--- config.mk ---
export PLATFORM = sky130hd
export DESIGN_NAME = bus_arbiter
export DESIGN_NICKNAME = d
export VERILOG_FILES = /design/src/rtl/bus_arbiter_pkg.sv /design/src/rtl/bus_hold_cnt.sv /design/src/rtl/bus_arbiter.sv
export SDC_FILE = /design/constraint.sdc
export NUM_CORES = 1
export LEC_CHECK = 0
export ABC_AREA = 1
export BUFFER_PORTS_ARGS = -buffer_cell sky130_fd_sc_hd__buf_2
export CORE_MARGIN = 2
export CORE_UTILIZATION = 26
export CTS_CLUSTER_DIAMETER = 50
export DETAILED_ROUTE_END_ITERATION = 16
export PLACE_DENSITY_LB_ADDON = 0.08
export SLEW_MARGIN = 0
export SYNTH_ARGS = -nofsm -noshare
export SYNTH_HDL_FRONTEND = slang
export SYNTH_HIERARCHICAL = 1
export SYNTH_SLANG_ARGS = --single-unit
--- constraint.sdc ---
create_clock -name clk -period 2.3 [get_ports clk]
set_input_delay 0.575 -clock clk [delete_from_list [all_inputs] [get_ports clk]]
set_output_delay 0.575 -clock clk [all_outputs]
set_load 0.05 [all_outputs]
--- src/rtl/bus_arbiter_pkg.sv ---
// Shared types and defaults for the two-master bus arbiter and its hold counter.
package bus_arbiter_pkg;

   localparam int unsigned BUS_ADDR_W   = 8;
   localparam int unsigned BUS_DATA_W   = 32;
   localparam int unsigned BUS_MAX_HOLD = 16;

   typedef enum logic {
      M0_GRANT = 1'b0,
      M1_GRANT = 1'b1
   } bus_state_e;

endpackage

--- src/rtl/bus_hold_cnt.sv ---
// Contention hold counter: counts consecutive contended cycles and flags the last allowed one.
module bus_hold_cnt
   import bus_arbiter_pkg::*;
#(
   parameter int unsigned MAX_HOLD = BUS_MAX_HOLD
) (
   input  logic clk,
   input  logic reset_n,
   input  logic clear,
   input  logic enable,
   output logic expire
);

   localparam int unsigned CNT_W = (MAX_HOLD > 1) ? $clog2(MAX_HOLD) : 1;
   localparam logic [CNT_W-1:0] LAST = CNT_W'(MAX_HOLD - 1);

   logic [CNT_W-1:0] cnt;
   logic [CNT_W-1:0] cnt_nxt;

   // Saturating count; clear wins over enable.
   always_comb begin
      cnt_nxt = cnt;
      if (clear) begin
         cnt_nxt = '0;
      end else if (enable && (cnt != LAST)) begin
         cnt_nxt = cnt + CNT_W'(1);
      end
   end

   // expire is kept as a flop alongside the count so it has no decode path.
   always_ff @(posedge clk or negedge reset_n) begin
      if (!reset_n) begin
         cnt    <= '0;
         expire <= (LAST == '0);
      end else begin
         cnt    <= cnt_nxt;
         expire <= (cnt_nxt == LAST);
      end
   end

endmodule

--- src/rtl/bus_arbiter.sv ---
// Two-master bus arbiter, master 0 priority, parks on master 0.
// Optional contention timeout enabled by defining BUS_HOLD_TIMEOUT_EN.
module bus_arbiter
   import bus_arbiter_pkg::*;
#(
   parameter int unsigned ADDR_W   = BUS_ADDR_W,
   parameter int unsigned DATA_W   = BUS_DATA_W,
   parameter int unsigned MAX_HOLD = BUS_MAX_HOLD
) (
   input  logic              clk,
   input  logic              reset_n,
   input  logic              M0_req,
   input  logic              M0_wr,
   input  logic [ADDR_W-1:0] M0_addr,
   input  logic [DATA_W-1:0] M0_dout,
   input  logic              M1_req,
   input  logic              M1_wr,
   input  logic [ADDR_W-1:0] M1_addr,
   input  logic [DATA_W-1:0] M1_dout,
   output logic              M0_grant,
   output logic              M1_grant,
   output logic              S_req,
   output logic              S_wr,
   output logic [ADDR_W-1:0] S_addr,
   output logic [DATA_W-1:0] S_din
);

   if (MAX_HOLD == 0) begin : g_bad_max_hold
      $error("bus_arbiter: MAX_HOLD must be at least 1");
   end

   bus_state_e state;
   bus_state_e state_nxt;

`ifdef BUS_HOLD_TIMEOUT_EN
   logic other_req_c;
   logic hold_expire;
   logic hold_clear;

   assign other_req_c = (state == M0_GRANT) ? M1_req : M0_req;
   assign hold_clear  = (state_nxt != state) || !other_req_c;

   bus_hold_cnt #(
      .MAX_HOLD (MAX_HOLD)
   ) u_hold_cnt (
      .clk     (clk),
      .reset_n (reset_n),
      .clear   (hold_clear),
      .enable  (other_req_c),
      .expire  (hold_expire)
   );
`endif

   // Next-state: owner keeps the bus until it releases; master 0 wins ties.
   always_comb begin
      state_nxt = state;
      case (state)
         M0_GRANT: if (!M0_req && M1_req) state_nxt = M1_GRANT;
         M1_GRANT: if (!M1_req)           state_nxt = M0_GRANT;
         default:                         state_nxt = M0_GRANT;
      endcase
`ifdef BUS_HOLD_TIMEOUT_EN
      if (hold_expire && other_req_c) begin
         state_nxt = (state == M0_GRANT) ? M1_GRANT : M0_GRANT;
      end
`endif
   end

   // Grants are flopped next to the state so they never see the requests combinationally.
   always_ff @(posedge clk or negedge reset_n) begin
      if (!reset_n) begin
         state    <= M0_GRANT;
         M0_grant <= 1'b1;
         M1_grant <= 1'b0;
      end else begin
         state    <= state_nxt;
         M0_grant <= (state_nxt == M0_GRANT);
         M1_grant <= (state_nxt == M1_GRANT);
      end
   end

   // Slave-side mux: only the owner's signals pass through.
   always_comb begin
      S_req  = M0_req;
      S_wr   = M0_wr;
      S_addr = M0_addr;
      S_din  = M0_dout;
      if (state == M1_GRANT) begin
         S_req  = M1_req;
         S_wr   = M1_wr;
         S_addr = M1_addr;
         S_din  = M1_dout;
      end
   end

endmodule
[Yosys cells after proc, flatten, opt, wreduce, memory -nomap -nowiden]
Cells that the tools add are included.
Storage, ports and cells
  register bits: 2
  input bits: 86
  output and inout port bits: 44
  logic and storage cells: 13
Cells by class
  muxes and demuxes: 7
  bitwise logic cells: 2
  reduce and logical (&&, ||, !) cells: 2
Operators by type and width (number)
  $mux 32: 1
  $mux 8: 1
  $mux 1: 4
  $not 1->1: 2
  $pmux 1 s2: 1
  $logic_and 1x1->1: 1
  $logic_not 1->1: 1

[Depth between registers and ports, before layout]
Gate-level depths: netlist of run 1.
  word-level depth: 5
  depth in mapped cells: 5

[Worst setup path after synthesis of run 1]
Ideal clock, no wire load.
  kind: register -> output
  start: reg state
  end: out S_req
  arrival time: 1882 ps
  slack: -157 ps
  stages on the path, launching flop included: 3
  cells stage by stage: dfrtp_1 buf_6 o21ai_0
On the way
  longest elaborated chain between the ends: 1
RTL lines
  from (decl): line bus_arbiter.sv:32  | bus_state_e state;
  from (signal assigned): line bus_arbiter.sv:76  | state <= state_nxt;
  $mux 1: line bus_arbiter.sv:88  | if (state == M1_GRANT) begin
  to (decl): line bus_arbiter.sv:22  | output logic S_req,
No other way between the ends.

[Worst setup path after layout of run 1]
  start: reg state
  end: out S_din[2]
On the way
  longest elaborated chain between the ends: 1
RTL lines
  $mux 32: line bus_arbiter.sv:88
  to (decl): line bus_arbiter.sv:25  | output logic [DATA_W-1:0] S_din
No other way between the ends.

==> results of run 1 <==
==> state kept, by name, indices dropped and copies added, names as in the netlist <==
signal	flops
M0_grant	1
state	1
==> worst reg2reg max path, delay by kind of cell, from the launching register on <==
family                 cells  cell delay (ps)
AO/OA/AOI/OAI              1              100
buffers and inverters      1              310
flip-flops                 1              400
==> synth_stat cells <==
| cell | instances | area (sq um) |
|---|---|---|
| a21oi_2 | 1 | 8.76 |
| buf_4 | 4 | 30.0 |
| buf_6 | 5 | 56.3 |
| dfrtp_1 | 1 | 25.0 |
| dfstp_2 | 1 | 26.3 |
| inv_1 | 2 | 7.51 |
| inv_4 | 1 | 6.26 |
| nand2_1 | 124 | 465 |
| o21ai_0 | 2 | 10.0 |
==> layer usage <==
layer  global-route usage [%]  wire (microns)  up-vias
li1                         -               -      668
met1                     17.1             947      457
met2                     37.4            1320       78
met3                     2.82             370        8
met4                     7.26              63        0
met5                        0               0        -
==> kinds of logic after synthesis <==
group,count (synthesis)
compound gates,3
flops,2
simple gates,124
buf+inv,12
==> power breakdown <==
group / switching (mW) / internal (mW) / total [mW]
clock network: 0.0225 / 0.0646 / 0.0870
logic: 0.357 / 0.130 / 0.487
registers: 0.00168 / 0.0387 / 0.0403
==> placed cells by master (no fill, tap or decap) <==
cell type and n:
buf_2 129, nand2_1 124, clkbuf_4 3, inv_1 2, buf_4 2, dfstp_2 1
inv_4 1, o21ai_1 1, a21oi_2 1, o21ai_0 1, clkbuf_1 1, dfrtp_1 1
==> how the worst max path moves through the flow <==
stage,start,to,slack (ps)
final,state,S_din[2],340
after detailed placement,state,S_din[2],580
after CTS,state,S_din[2],320
after global routing,state,S_din[2],200
after floorplan,state,S_req,230
after global placement,state,S_din[2],580
==> area by class of cell <==
class,count,area share (%)
Timing Repair Buffer,131,52.0
Multi-Input combinational cell,127,38.1
Sequential cell,2,4.04
Tap cell,28,2.76
Clock buffer,4,2.07
Inverter,3,1.08
==> stage by stage <==
stage	util, %	cell area [sq um]	worst slack, ps	hold WS [ps]	cells
CTS	56.4	1270	324	116	295
global route	56.4	1270	195	107	295
floorplan	-	636	227	279	141
global placement	55.2	1240	577	360	291
finish	56.4	1270	338	121	295
detailed placement	55.2	1240	577	362	291
==> results.md, run 1 <==
- Max incr delay on CP: 400 ps
- GR Overflow Total: 0
- Largest net degree at the start of global routing: 43
- Initial antenna violation count: 0
- VDD IR max: roughly 0.00027 V
- Die H: 53.4 microns
- Final ANT Viol Nets: 0
- Critical path required time: about 1700 ps
- MaxCap Viol Count: 0
- H-tree levels: 1
- Slew headroom: 74.4%
- Reg2Reg Depth: 2
- Footprint of the multi-input gates: 484 sq um
- Largest family of logic cells by synthesized area: simple AND/OR/NAND/NOR gates
- Vias per cell: 4.11
- Worst skew pair latency: 230 ps
- Die area: 2860 sq um
- Initial Util: 28.2%
- Reg area: roughly 51 sq um
- DRT Wirelength: approximately 2.7 mm
- Number of CTS-inserted buffers: 3
- Routed vias: 1,211
- CP cell instances: inv_4 > nand2_1 > nand2_1 > buf_2
- Syn Inst Count: ~140
- Final setup fails: 0
- Unique masters post-synth: 9
- Standard-cell rows: 17
- Clock skew: around 9.3 ps
- Most common cell on crit path: nand2_1
- Clk slew on worst S/H paths: 40 ps
- Yosys warns: 6
- Slowest cell on the critical path: dfrtp_1
- Peak Freq: 510 MHz
- PwrDens: 483 nW/um^2
- DP HPWL: 2.21 mm
- Outcome: finished clean
- Fin. max-slew vios: 0
- # fillers: 267
- Compound-Gate Fraction of Synth Area: 2.95%
- Mapped Nets: between 200 and 250
- DR WL/cell: a little over 9 microns
- Post-synthesis xor/xnor area fraction: 0%
- First-pass GRT wire length: 3.94 mm
- Nets: 354
- Post-Synth Simple-Gate Area: 73.2%
- Reg2reg end: state
- Core ar.: 2250 sq um
- Share of cells above drive strength 1: 51.3%
- Minimum clock period: about 2000 ps
- Total global-route track usage: between 15 and 20%
- Clk buf depth: 2
- Post-route DRC: 0
- Fin Setup TNS: 0 ps
- Startpoint types: register
- Mux cell area share after synthesis: 0%
- N_diodes: 0
- # IOs: 130
- Fin crit share: 85.3%
- Design Power: 0.614 mW
- Sequential share of the synthesized area: 8.07%
- Reg2reg start: state
- Syn avg cell area: 4.51 sq um
- Clk root buf: clkbuf_4
- Crit path kind: register to output port
- Buf+Inv Stages, Crit Path: 2
- Area grow syn2layout: 100%
- Drt initial violations: 13
- CP top delay family: buffers and inverters
- DR pass1 iterations: 4
- Adder-cell share of the synthesized area: 0%
- Least-Margin Pin Slew: 384 ps
- Post-CTS Hold Fix Bufs: 0
- Cell area after synthesis: 636 sq um
- Arr. time, crit path: 1390 ps
- Flops & latches, synth: 2
- RSZ-0062 raised after global routing: false
- CTS tree: done
- Worst Hold Class: input port to async pin
- CP endpoint kind: output port
- Port Buf Inserts: 129
- RePlAce Congestion: 0.737
- Die width: 53.4 microns
- FF-to-FF setup slack: 1360 ps
- Vias in the first global route: 1,016
- Post-CTS sizing: 0
- Setup Buffers After CTS: 0
- P_leak: ~0.94 nW
- Worst-path fanout max: 42
- Hold Vio Cnt, Final: 0
- CTS sink count: 2
- Worst path depth: 4
No activity file was read; power rests on OpenSTA's default activity.
==> run 2, diff against run 1 <==
- CORE_ASPECT_RATIO: unset -> 1.1
==> run 2 against run 1 <==
Die area about the same. Wire length up 2.9%. Global-route usage is 0.72 points higher. Sequential share of layout area barely moved. Highest routed layer unchanged.
==> results.md, run 2 (same netlist as run 1, synthesis figures left out) <==
- Outcome: finished clean
- Post-layout util: 56.0% (-0.39 points)
- CP endpoint kind: output port
- Initial Util: 27.9% (-0.25 points)
- Fin. max-slew vios: 0 (unchanged)
- Peak Freq: 503 MHz (-1.3%)
- # IOs: 130 (unchanged)
- Post-route DRC: 0 (unchanged)
- DP HPWL: 2.25 mm (+2.0%)
- CTS sink count: 2 (unchanged)
- Drt initial violations: 18 (+5)
- Setup Buffers After CTS: 0 (unchanged)
- Vias per cell: 4.22 (+2.7%)
- DR WL met2: 1.36 mm (+3.5%)
- Initial antenna violation count: 0 (unchanged)
- Critical path required time: 1730 ps (about the same)
- Least-Margin Pin Slew: 380 ps (-4.22 ps)
- Die H: 55.9 microns (+4.5%)
- Reg2reg start: state
- DRT Wirelength: 2.78 mm (+2.9%)
- Worst Hold Class: input port to async pin
- Commonest non-fill, non-tap cell in the layout: buf_2
- RePlAce Congestion: 0.776 (+5.3%)
- Dpl ws: 548 ps (-29.2 ps)
- DR WL/cell: 9.35 microns (+2.2%)
- Share of cells above drive strength 1: 51.3% (unchanged)
- Post-CTS Hold Fix Bufs: 0 (unchanged)
- Fin crit share: 86.4% (+1.1 points)
- DR pass1 iterations: 6 (+2)
- Design Power: 0.616 mW (+0.25%)
- Total global-route track usage: 18.9% (+0.72 points)
- Standard-cell rows: 18 (+1)
- Clk buf depth: 2 (unchanged)
- P_leak: 0.941 nW (unchanged)
- Final setup fails: 0 (unchanged)
- Biggest regs: M0_grant (1), state (1)
- Clk root buf: clkbuf_4
- Final ANT Viol Nets: 0 (unchanged)
- Die area: 2860 sq um (about the same)
- Fin Setup TNS: 0 ps (unchanged)
- Arr. time, crit path: 1410 ps (+20 ps)
- FF-to-FF setup slack: 1330 ps (-30 ps)
- Slew headroom: 74.7% (+0.28 points)
- Most frequent cells in the layout: 129 x buf_2, 124 x nand2_1, 3 x clkbuf_4
- Port Buf Inserts: 129 (unchanged)
- Hold Vio Cnt, Final: 0 (unchanged)
- PwrDens: 483 nW/um^2 (about the same)
- Worst-path fanout max: 32 (-24%)
- Number of CTS-inserted buffers: 3 (unchanged)
- Reg2Reg Depth: 2 (unchanged)
- RSZ-0062 raised after global routing: false
- CP startpoint: state
- N_diodes: 0 (unchanged)
- Startpoint types: register
- GR Overflow Total: 0 (unchanged)
- VDD IR max: 0.000283 V (+4.7%)
- Top sig layer: met4
- Area grow syn2layout: 100%
- Clock skew: 8.39 ps (-0.909 ps)
- Worst skew pair latency: 230 ps (about the same)
- Routed vias: 1,252 (+3.4%)
- Clk slew on worst S/H paths: 40 ps (about the same)
- CTS tree: done
- Met3 wire len: 376 microns (+1.6%)
- Nets: 354 (unchanged)
- Largest net degree at the start of global routing: 43 (unchanged)
- H-tree levels: 1 (unchanged)
- Post-CTS sizing: 0 (unchanged)
- First-pass GRT wire length: 4.35 mm (+10%)
- Core ar.: 2270 sq um (+0.89%)
- Crit path kind: register to output port
- Met1 wire length: 972 microns (+2.6%)
- Die width: 51.1 microns (-4.3%)
- Reg2reg end: M0_grant
- Minimum clock period: 1990 ps (+25.8 ps)
- MaxCap Viol Count: 0 (unchanged)
- Final worst slack: 312 ps (-25.8 ps)
- Vias in the first global route: 1,150 (+13%)
-- run 2: cell counts in the layout (fill, tap and decap cells not counted) --
Identical to the previous run, type by type.
-- run 2: stage by stage --
stage               cells  instance area (sq um)  hold slack [ps]
floorplan             141                    636              279
detailed placement    293                   1250              363
global route          297                   1270              116
finish                297                   1270              121
global placement      293                   1250              362
CTS                   297                   1270              111
-- run 2: where the power goes --
group	internal, mW	total, mW	switching, mW	leakage, nW
logic	0.130	0.488	0.358	0.903
clock network	0.0646	0.0877	0.0231	0.0150
registers	0.0387	0.0405	0.00182	0.0230
total	0.233	0.616	0.383	0.941
-- run 2: worst max-delay path, stage by stage (launching register included) --
cell and delay, ps:
dfrtp_1 400, buf_4 320, nand2_1 120, nand2_1 80, buf_2 250
-- run 2: worst max-delay path by stage --
stage	to	slack, ps	depth (start not counted)
floorplan	S_req	230	2
global placement	S_din[4]	560	4
detailed placement	S_din[4]	550	4
CTS	S_din[4]	290	4
global route	S_addr[0]	210	4
finish	S_din[4]	310	4
-- run 2: layout make-up --
type	instances	area [sq um]
clock buffer	4	26.3
fill	252	1000
tap	30	37.5
multi-input combinational	127	484
timing repair buffer	131	661
sequential	2	51.3
inverter	3	13.8
-- run 2: metal layers --
layer	vias to the layer above	global-route usage, %
li1	666	-
met1	493	17.4
met2	87	37.5
met3	6	4.03
met4	0	8.49
met5	-	0
